<file path="src/rtl/i2c_pkg.sv">
// Definitions shared by the I2C slave and master: FSM state encoding and R/W bit values.
package i2c_pkg;

  typedef enum logic [3:0] {
    IDLE,
    ADDR,
    ADDR_ACK,
    PTR,
    PTR_ACK,
    WDATA,
    WDATA_ACK,
    RDATA,
    RDATA_ACK,
    IGNORE
  } i2c_state_e;

  localparam logic I2C_RW_WRITE = 1'b0;
  localparam logic I2C_RW_READ  = 1'b1;

endpackage

</file>
<file path="src/rtl/i2c_line_filter.sv">
// Brings one asynchronous I2C line into i_clk: 2-flop synchroniser followed by a glitch filter
// that accepts a new level only after FILTER_CYCLES consecutive equal samples.
module i2c_line_filter #(
  parameter int FILTER_CYCLES = 3
) (
  input  logic i_clk,
  input  logic i_rst_n,
  input  logic i_line,
  output logic o_line
);

  localparam int CW = $clog2(FILTER_CYCLES + 1);
  localparam logic [CW-1:0] CNT_LOAD = CW'(FILTER_CYCLES - 1);

  logic [1:0]    sync_q;
  logic [CW-1:0] cnt_q;

  // Down-counter restarts whenever the synchronised level agrees with the filtered one.
  always_ff @(posedge i_clk or negedge i_rst_n) begin
    if (!i_rst_n) begin
      sync_q <= 2'b11;
      cnt_q  <= CNT_LOAD;
      o_line <= 1'b1;
    end else begin
      sync_q <= {sync_q[0], i_line};
      if (sync_q[1] == o_line) begin
        cnt_q <= CNT_LOAD;
      end else if (cnt_q == '0) begin
        o_line <= sync_q[1];
        cnt_q  <= CNT_LOAD;
      end else begin
        cnt_q <= cnt_q - CW'(1);
      end
    end
  end

endmodule

</file>
<file path="src/rtl/i2c_slave_regfile.sv">
// I2C slave giving bus access to a register file that the fabric can also read and write.
// Optional pointer auto-increment after each data byte: define I2C_SLAVE_REG_AUTOINC_EN.
//
// state     | meaning
// IDLE      | bus ignored until START
// ADDR      | shifting in 7-bit address + R/W
// ADDR_ACK  | driving address ACK; read byte latched on exit
// PTR       | shifting in register pointer
// PTR_ACK   | driving pointer ACK
// WDATA     | shifting in write data
// WDATA_ACK | driving write data ACK
// RDATA     | shifting out read data MSB first
// RDATA_ACK | sampling master ACK/NACK
// IGNORE    | not addressed or NACKed; wait for START/STOP
module i2c_slave_regfile #(
  parameter logic [6:0] SLAVE_ADDRESS = 7'h42,
  parameter int         NUM_REGS      = 16,
  parameter int         FILTER_CYCLES = 3
) (
  input  logic       i_clk,
  input  logic       i_rst_n,
  input  logic       i_sda,
  input  logic       i_scl,
  output logic       o_sda,
  output logic       o_scl,
  input  logic [7:0] i_reg_addr,
  output logic [7:0] o_reg_rdata,
  input  logic       i_reg_we,
  input  logic [7:0] i_reg_wdata,
  output logic       o_wr_strobe,
  output logic [7:0] o_wr_addr,
  output logic [7:0] o_wr_data,
  output logic       o_busy
);
  import i2c_pkg::*;

  localparam int AW = (NUM_REGS > 1) ? $clog2(NUM_REGS) : 1;

  logic          sda_f, scl_f, sda_d, scl_d;
  logic          scl_rise, scl_fall, start_det, stop_det;
  i2c_state_e    state_q, state_nxt;
  logic [3:0]    bit_cnt_q;
  logic [7:0]    shift_q, rd_byte_q, wr_byte;
  logic [AW-1:0] ptr_q, fab_idx;
  logic [7:0]    regs_q [NUM_REGS];
  logic          ack_q, sda_nxt, in_byte, byte_done, i2c_we;
  logic          unused_addr_bits;

  i2c_line_filter #(.FILTER_CYCLES(FILTER_CYCLES)) u_sda_filt (
    .i_clk(i_clk), .i_rst_n(i_rst_n), .i_line(i_sda), .o_line(sda_f)
  );
  i2c_line_filter #(.FILTER_CYCLES(FILTER_CYCLES)) u_scl_filt (
    .i_clk(i_clk), .i_rst_n(i_rst_n), .i_line(i_scl), .o_line(scl_f)
  );

  always_ff @(posedge i_clk or negedge i_rst_n) begin
    if (!i_rst_n) begin
      sda_d <= 1'b1;
      scl_d <= 1'b1;
    end else begin
      sda_d <= sda_f;
      scl_d <= scl_f;
    end
  end

  assign scl_rise  = scl_f & ~scl_d;
  assign scl_fall  = ~scl_f & scl_d;
  assign start_det = scl_f & scl_d & sda_d & ~sda_f;
  assign stop_det  = scl_f & scl_d & ~sda_d & sda_f;

  assign in_byte   = (state_q == ADDR) || (state_q == PTR) || (state_q == WDATA) || (state_q == RDATA);
  assign byte_done = scl_rise && (bit_cnt_q == 4'd7);
  assign wr_byte   = {shift_q[6:0], sda_f};
  assign i2c_we    = byte_done && (state_q == WDATA);

  always_ff @(posedge i_clk or negedge i_rst_n) begin
    if (!i_rst_n) state_q <= IDLE;
    else          state_q <= state_nxt;
  end

  always_comb begin
    state_nxt = state_q;
    if (stop_det) begin
      state_nxt = IDLE;
    end else if (start_det) begin
      state_nxt = ADDR;
    end else if (scl_fall) begin
      case (state_q)
        ADDR:      if (bit_cnt_q == 4'd8)
                     state_nxt = (shift_q[7:1] == SLAVE_ADDRESS) ? ADDR_ACK : IGNORE;
        ADDR_ACK:  case (shift_q[0])
                     I2C_RW_READ:  state_nxt = RDATA;
                     I2C_RW_WRITE: state_nxt = PTR;
                     default:      state_nxt = IGNORE;
                   endcase
        PTR:       if (bit_cnt_q == 4'd8) state_nxt = PTR_ACK;
        PTR_ACK:   state_nxt = WDATA;
        WDATA:     if (bit_cnt_q == 4'd8) state_nxt = WDATA_ACK;
        WDATA_ACK: state_nxt = WDATA;
        RDATA:     if (bit_cnt_q == 4'd8) state_nxt = RDATA_ACK;
        RDATA_ACK: state_nxt = ack_q ? RDATA : IGNORE;
        default:   state_nxt = state_q;
      endcase
    end
  end

  // SDA only moves on SCL falling edges, except the unconditional release on START/STOP.
  always_comb begin
    sda_nxt = o_sda;
    if (start_det || stop_det) begin
      sda_nxt = 1'b1;
    end else if (scl_fall) begin
      case (state_nxt)
        ADDR_ACK, PTR_ACK, WDATA_ACK: sda_nxt = 1'b0;
        RDATA:   sda_nxt = (state_q == RDATA) ? rd_byte_q[3'd7 - bit_cnt_q[2:0]]
                                              : regs_q[ptr_q][7];
        default: sda_nxt = 1'b1;
      endcase
    end
  end

  always_ff @(posedge i_clk or negedge i_rst_n) begin
    if (!i_rst_n) o_sda <= 1'b1;
    else          o_sda <= sda_nxt;
  end

  always_ff @(posedge i_clk or negedge i_rst_n) begin
    if (!i_rst_n) begin
      bit_cnt_q   <= '0;
      shift_q     <= '0;
      rd_byte_q   <= '0;
      ack_q       <= 1'b0;
      ptr_q       <= '0;
      o_busy      <= 1'b0;
      o_wr_strobe <= 1'b0;
      o_wr_addr   <= '0;
      o_wr_data   <= '0;
    end else begin
      if (start_det || (state_nxt != state_q)) bit_cnt_q <= '0;
      else if (scl_rise && in_byte)            bit_cnt_q <= bit_cnt_q + 4'd1;

      if (scl_rise && in_byte) shift_q <= wr_byte;
      if (scl_rise && (state_q == RDATA_ACK)) ack_q <= ~sda_f;
      if (scl_fall && (state_nxt == RDATA) && (state_q != RDATA)) rd_byte_q <= regs_q[ptr_q];

      if (byte_done && (state_q == PTR)) ptr_q <= wr_byte[AW-1:0];
`ifdef I2C_SLAVE_REG_AUTOINC_EN
      else if (byte_done && ((state_q == WDATA) || (state_q == RDATA))) ptr_q <= ptr_q + AW'(1);
`endif

      if (stop_det)                                          o_busy <= 1'b0;
      else if ((state_q == ADDR) && (state_nxt == ADDR_ACK)) o_busy <= 1'b1;

      o_wr_strobe <= i2c_we;
      if (i2c_we) begin
        o_wr_addr <= 8'(ptr_q);
        o_wr_data <= wr_byte;
      end
    end
  end

  assign fab_idx          = i_reg_addr[AW-1:0];
  assign o_reg_rdata      = regs_q[fab_idx];
  assign o_scl            = 1'b1;
  assign unused_addr_bits = ^i_reg_addr;

  // A bus write to the same register in the same cycle wins over the fabric.
  always_ff @(posedge i_clk or negedge i_rst_n) begin
    if (!i_rst_n) begin
      for (int i = 0; i < NUM_REGS; i++) regs_q[i] <= '0;
    end else begin
      if (i_reg_we && !(i2c_we && (ptr_q == fab_idx))) regs_q[fab_idx] <= i_reg_wdata;
      if (i2c_we) regs_q[ptr_q] <= wr_byte;
    end
  end

endmodule

</file>
<file path="config.mk">
export PLATFORM = sky130hd
export DESIGN_NAME = i2c_slave_regfile
export DESIGN_NICKNAME = d
export VERILOG_FILES = /design/src/rtl/i2c_pkg.sv /design/src/rtl/i2c_line_filter.sv /design/src/rtl/i2c_slave_regfile.sv
export SDC_FILE = /design/constraint.sdc
export NUM_CORES = 1
export LEC_CHECK = 0
export ABC_AREA = 1
export BUFFER_PORTS_ARGS = -buffer_cell sky130_fd_sc_hd__buf_2
export CAP_MARGIN = 20
export CELL_PAD_IN_SITES_DETAIL_PLACEMENT = 0
export CELL_PAD_IN_SITES_GLOBAL_PLACEMENT = 1
export CORE_MARGIN = 2
export CORE_UTILIZATION = 46
export CTS_CLUSTER_DIAMETER = 60
export CTS_CLUSTER_SIZE = 14
export DETAILED_ROUTE_END_ITERATION = 8
export GPL_TIMING_DRIVEN = 0
export PLACE_DENSITY = 0.79
export SLEW_MARGIN = 15
export SYNTH_ARGS = -nofsm -noshare
export SYNTH_HDL_FRONTEND = slang
export SYNTH_SLANG_ARGS = --single-unit
</file>
<file path="constraint.sdc">
create_clock -name i_clk -period 2.7 [get_ports i_clk]
set_clock_uncertainty 0.15 [all_clocks]
set_input_delay 0.405 -clock i_clk [delete_from_list [all_inputs] [get_ports i_clk]]
set_output_delay 0.405 -clock i_clk [all_outputs]
set_load 0.01 [all_outputs]
</file>
# Word-level counts from Yosys, hierarchy flattened
# Index checks and enable logic that the tools add are counted.
[word_totals]
register_bits = 184
input_bits = 21
out_inout_bits = 28
word_cells = 146
[classes]
add_sub_neg = 4
magnitude_cmp = 5
eq_ne = 20
muxes = 39
bitwise = 16
n_reduce_logical = 27
[op_table]
columns = ["cell", "count"]
rows = [
  ["128-bit bitwise mux", 2],
  ["128-bit two-way mux", 2],
  ["8-bit binary-select mux with 4-bit select", 2],
  ["8-bit demux with 4-bit select", 2],
  ["8-bit two-way mux", 6],
  ["4-bit two-way mux", 11],
  ["4-bit by 3-bit == test with 1-bit output (second input constant)", 8],
  ["4-bit case mux with 7 select lines", 1],
  ["4-bit by 2-bit == test with 1-bit output (second input constant)", 3],
  ["1-bit logical AND", 12],
  ["5-bit >= comparator (second input constant)", 2],
  ["5-bit by 1-bit less-than comparator with 1-bit output (second input constant)", 2],
  ["4-bit NOT with 5-bit output", 2],
  ["4-bit == test (second input constant)", 2],
  ["2-bit two-way mux", 4],
  ["4-bit case mux with 2 select lines", 1],
  ["1-bit bitwise AND", 7],
  ["7-bit == test (second input constant)", 1],
  ["1-bit NOT", 7],
  ["1-bit two-way mux", 6],
  ["2-bit nonzero test", 3],
  ["1-bit logical OR", 5],
  ["4-bit by 1-bit adder with 4-bit output (second input constant)", 1],
  ["4-bit by 1-bit == test with 1-bit output (second input constant)", 1],
  ["other kinds (14)", 18],
]

# Logic depth before layout (Yosys ltp)
[logic_depth]
word_depth = 12
mapped_depth = 16
ltp_nobuf = 15

# By module
# A second synthesis with hierarchy kept.
[unflattened]
hier_cells = 1444
hier_area_um2 = 10776.6
[modules_own_cells]
columns = ["module", "n_inst", "cells_per_inst", "area_per_inst_um2", "seq_area_each_um2"]
rows = [
  ["i2c_slave_regfile", 1, 1406, 10356.2, 4357.9],
  ["i2c_line_filter", 2, 19, 210.2, 130.1],
]

# Worst setup path before layout
# Ideal clock, no wire load.
[synth_path]
kind = "flip-flop to flip-flop"
from = "reg bit_cnt_q[0]"
to = "reg rd_byte_q[0]"
setup_time_ps = 120
arrival_ps = 1840
required_ps = 2430
setup_slack_ps = 591
stages_incl_launch_ff = 16
n_path_buf = 0
period_less_slack_ps = 2109
path_cell_list = "dfrtp_1 -> inv_1 -> ha_1 -> nand2_1 -> nor2_1 -> nand3_1 -> nand2_1 -> nand2_1 -> nand2_1 -> nand2_1 -> nand2_1 -> nand2_2 -> nor2_8 -> nand3_4 -> nand2_1 -> nand2_1"
[synth_between]
elab_chain_cells = 9
word_cells_on_any_way = 12
cone_classes = "eq/ne (2); mux (8); reduce/logical (2)"
[synth_lines]
columns = ["element", "line", "source"]
rows = [
  ["from (decl)", "i2c_slave_regfile.sv:42", "logic [3:0] bit_cnt_q;"],
  ["from (signal assigned)", "i2c_slave_regfile.sv:140", "else if (scl_rise && in_byte) bit_cnt_q <= bit_cnt_q + 4'd1;"],
  ["4-bit == test *", "-", ""],
  ["4-bit two-way mux (on tied branches)", "-", ""],
  ["4-bit case mux with 7 select lines *", "i2c_slave_regfile.sv:88", "case (state_q)"],
  ["4-bit two-way mux *", "i2c_slave_regfile.sv:87", "end else if (scl_fall) begin"],
  ["4-bit two-way mux *", "i2c_slave_regfile.sv:85", "end else if (start_det) begin"],
  ["4-bit two-way mux *", "i2c_slave_regfile.sv:83", "if (stop_det) begin"],
  ["4-bit by 3-bit == test with 1-bit output *", "i2c_slave_regfile.sv:144", "if (scl_fall && (state_nxt == RDATA) && (state_q != RDATA)) rd_byte_q <= regs_q[ptr_q];"],
  ["1-bit logical AND * (2 in series)", "i2c_slave_regfile.sv:144", ""],
  ["to (signal assigned)", "i2c_slave_regfile.sv:144", ""],
  ["to (decl)", "i2c_slave_regfile.sv:43", "logic [7:0] shift_q, rd_byte_q, wr_byte;"],
]
# Every way passes the cells marked *; elsewhere a longest branch is shown, timed or not.
# A chain may end at the register's enable or synchronous reset.

# Worst setup path after layout
[layout_path]
from = "in i_reg_addr[0]"
to = "out o_reg_rdata[5]"
[layout_between]
elab_chain_cells = 4
[layout_lines]
columns = ["element", "line", "source"]
rows = [
  ["from (decl)", "i2c_slave_regfile.sv:26", "input logic [7:0] i_reg_addr,"],
  ["4-bit NOT with 5-bit output (not written as such)", "i2c_slave_regfile.sv:163", "assign o_reg_rdata = regs_q[fab_idx];"],
  ["8-bit binary-select mux with 4-bit select", "i2c_slave_regfile.sv:163", ""],
  ["8-bit two-way mux (not written as such) (2 in series)", "i2c_slave_regfile.sv:163", ""],
  ["to (decl)", "i2c_slave_regfile.sv:27", "output logic [7:0] o_reg_rdata,"],
]
# No other way between the ends. The select of a mux whose other input is x is not followed.

==> metrics.txt <==
initial antenna violation count=0; clk root buf=clkbuf_16; Diodes inserted=0; min Tclk post-route=approximately 2.7 ns; power per cell area=around 770 mW/mm²; HP Class=register to register; power share of the clock group=26.5%; Remaining Overflow, GRT=0; Net Switching=approximately 4.1 mW; H-tree levels=4; leakage power=6.32 nW; outcome=complete, but fails checks; setup tns final=-0.0590 ns; post-synthesis register bit count=between 150 and 200; CP top delay family=buffers and inverters; die width=159 µm; remaining antenna violation count=0; commonest cells after routing, fill and taps aside=nand2_1, nand3_1, dfrtp_1; part of the power in registers=40.8%; post-route cell area=0.0125 mm²; Starting Density=a little under half; vias in the first global route=10,800; drt pass-1 iters=6; Synth cell types=40; Crit path buffers/inverters=4; CTS buffer count=17; CP cell instances=buf_2, nor2_4, clkinvlp_4, clkbuf_2, o221ai_1, nand2_1, nand4_1, buf_2; Synth Area in Compound Gates=17.4%; CP required=2.14 ns; total power=9.65 mW; startpoint types=input port; critical path's slowest cell=nor2_4; EDFF count, synth=0; fmax=365 MHz; die span in y=159 µm; failing checks=setup timing; clk sinks=184; largest family of logic cells by synthesized area=simple AND/OR/NAND/NOR gates; Setup crit end kind=primary output; share of layout cells above drive strength 1=a little over an eighth; Mapped Cells=1,530; fraction of registers with async set/reset=100%; final period utilization=102%; placed instance area=0.0118 mm²; initial DRC count=1,753; final WL=49,200 µm; Crit path arrival time=between 2 and 2.5 ns; core area=0.0236 mm²; post-DR wirelength/cell=25.5 µm; CTS tree=built; Comb pwr share=32.7%; Remaining DRCs=0; Synth Area in XOR/XNOR=less than 1%; worst slack, placed=-0.859 ns; placed cell count=1,889; Worst path max stage delay=0.37 ns; row count=56; internal power=5.57 mW; Sw Share=42.3%; WS Path Type=input port to primary output; largest net degree at the start of global routing=81; final setup vio count=3; fin. max-slew vios=0; CP max FO=10; DPL Wire Length=35,300 µm; global-route wire length before repair=72,200 µm; Top FF cell, synth=dfrtp_1; Vias/cell=6.10; worst relative slew slack=24.9%; Core Util, Final=between 50% and 60%; Worst IR Drop VDD=390 µV; setup ws final=-0.0433 ns; All-Layer GR Usage=38.6%; adder-cell area share of the yosys netlist=less than 1%; GPL Wtd Cong=about 1.1; final net count=about 1,600; clk_lat worst skew=0.46 ns; Final Instance Count excl. Fillers=between 1,500 and 2,000; clk buf depth=2; I/O pin cnt=between 40 and 50; Mapped Avg Cell Area=around 7.3 µm²; final hold vios=0; most common cell after layout, fill and taps aside=nand2_1; Port Buffers=34; Final Hold Slack=0.210 ns; via count=11,800; Max Cap Viol=0; register area share after synthesis=41.6%; Post-Synth Simple-Gate Area=around 30%; Worst-Margin Slew=1.13 ns; area of the mapped netlist=0.0111 mm²; full die area=0.0254 mm²; post-synthesis mux area share=0.101%; Worst path most repeated cell=buf_2; Yosys Warn Count=0; Clk pin slew, worst setup/hold paths=around 0.08 ns; Syn-to-layout area delta=12.9%
## worst reg2reg max path, cell delays in order (launching register included)
cell and delay (ns):
dfrtp_1 0.32, buf_2 0.20, inv_2 0.17, nor2_2 0.53, buf_2 0.40, a22oi_1 0.11
nand2_1 0.14, nand2_1 0.09, nand4_1 0.24, nand4_1 0.13, nand2_1 0.08
## final cells by class
cell class,count,area (µm²)
clock inverters,14,136
multi-input cells,1094,5510
inverters,148,573
flip-flops and latches,184,4620
clock buffers,18,429
fillers,2417,11100
plain buffers,106,538
well taps,319,399
repair buffers,47,333
## worst paths after layout
path | start | to | cells after the start | slack, ns
max in group asynchronous | i_rst_n | u_scl_filt.o_line | 3 | 1.32
worst max register to register | ptr_q[0] | rd_byte_q[0] | 10 | 0.09
worst max-delay path | i_reg_addr[0] | o_reg_rdata[5] | 8 | -0.04
worst min-delay path | u_sda_filt.sync_q[0] | u_sda_filt.sync_q[1] | 0 | 0.21
worst min register to register | u_sda_filt.sync_q[0] | u_sda_filt.sync_q[1] | 0 | 0.21
min in group asynchronous | i_rst_n | o_wr_data[2] | 2 | 0.28
## layer usage
| metal | vias up | routed length [µm] | global-route usage, % |
|---|---|---|---|
| met5 | - | 0 | 0 |
| met4 | 0 | 2520 | 16.9 |
| met3 | 139 | 5980 | 10.8 |
| met2 | 753 | 20500 | 56.7 |
| met1 | 5591 | 20200 | 53.4 |
| li1 | 5284 | - | - |
## flip-flops by register name (all words and copies together) (netlist names)
register           flops
regs_q               128
state_q                4
u_sda_filt.o_line      1
u_sda_filt.sync_q      2
rd_byte_q              8
o_sda                  1
sda_d                  1
u_sda_filt.cnt_q       2
ptr_q                  4
o_busy                 1
o_wr_strobe            1
shift_q                8
ack_q                  1
scl_d                  1
bit_cnt_q              4
o_wr_data              8
u_scl_filt.cnt_q       2
u_scl_filt.o_line      1
o_wr_addr              4
u_scl_filt.sync_q      2
## power groups by stage
stage | registers [mW] | clock network [mW] | logic [mW]
finish | 3.94 | 2.55 | 3.16
global route | 3.99 | 2.66 | 3.46
CTS | 3.90 | 2.56 | 3.06
detailed placement | 3.94 | 0 | 3.04
global placement | 3.94 | 0 | 2.97
floorplan | 3.76 | 0 | 1.99
## logic make-up after synthesis
family	Yosys count
other	2
AO/OA/AOI/OAI	308
flip-flops	184
XOR/XNOR	9
buffers and inverters	255
multiplexers	1
adder cells (fa/ha/maj)	6
AND/OR/NAND/NOR	765
## cells in the mapped netlist (4+ instances only)
library cell	instances	share of area, %
a21oi_1	16	0.72
a22oi_1	84	5.7
a31oi_1	45	2.5
buf_1	7	0.24
buf_2	32	1.4
buf_4	7	0.47
buf_6	6	0.61
clkbuf_1	55	1.9
dfrtp_1	173	39
dfstp_2	11	2.6
ha_1	6	0.68
inv_1	139	4.7
inv_2	6	0.20
nand2_1	406	14
nand2_2	15	0.84
nand3_1	182	8.2
nand4_1	29	1.6
nor2_1	114	3.9
nor2_2	7	0.39
nor3_1	4	0.18
o21ai_0	80	3.6
o21ai_1	33	1.5
o221ai_1	20	1.6
o22ai_1	26	1.5
xnor2_1	4	0.32
xor2_1	5	0.39
## timing repair
item / CTS / global route
setup endpoints to repair: 24 / 68
resized for setup: 24 / 39
cloned: 0 / 0
hold buffers: 3 / 0
pin swaps: 0 / 1
setup buffers: 1 / 6
hold endpoints to repair: 43 / 0
(Power assumes the default switching activity.)
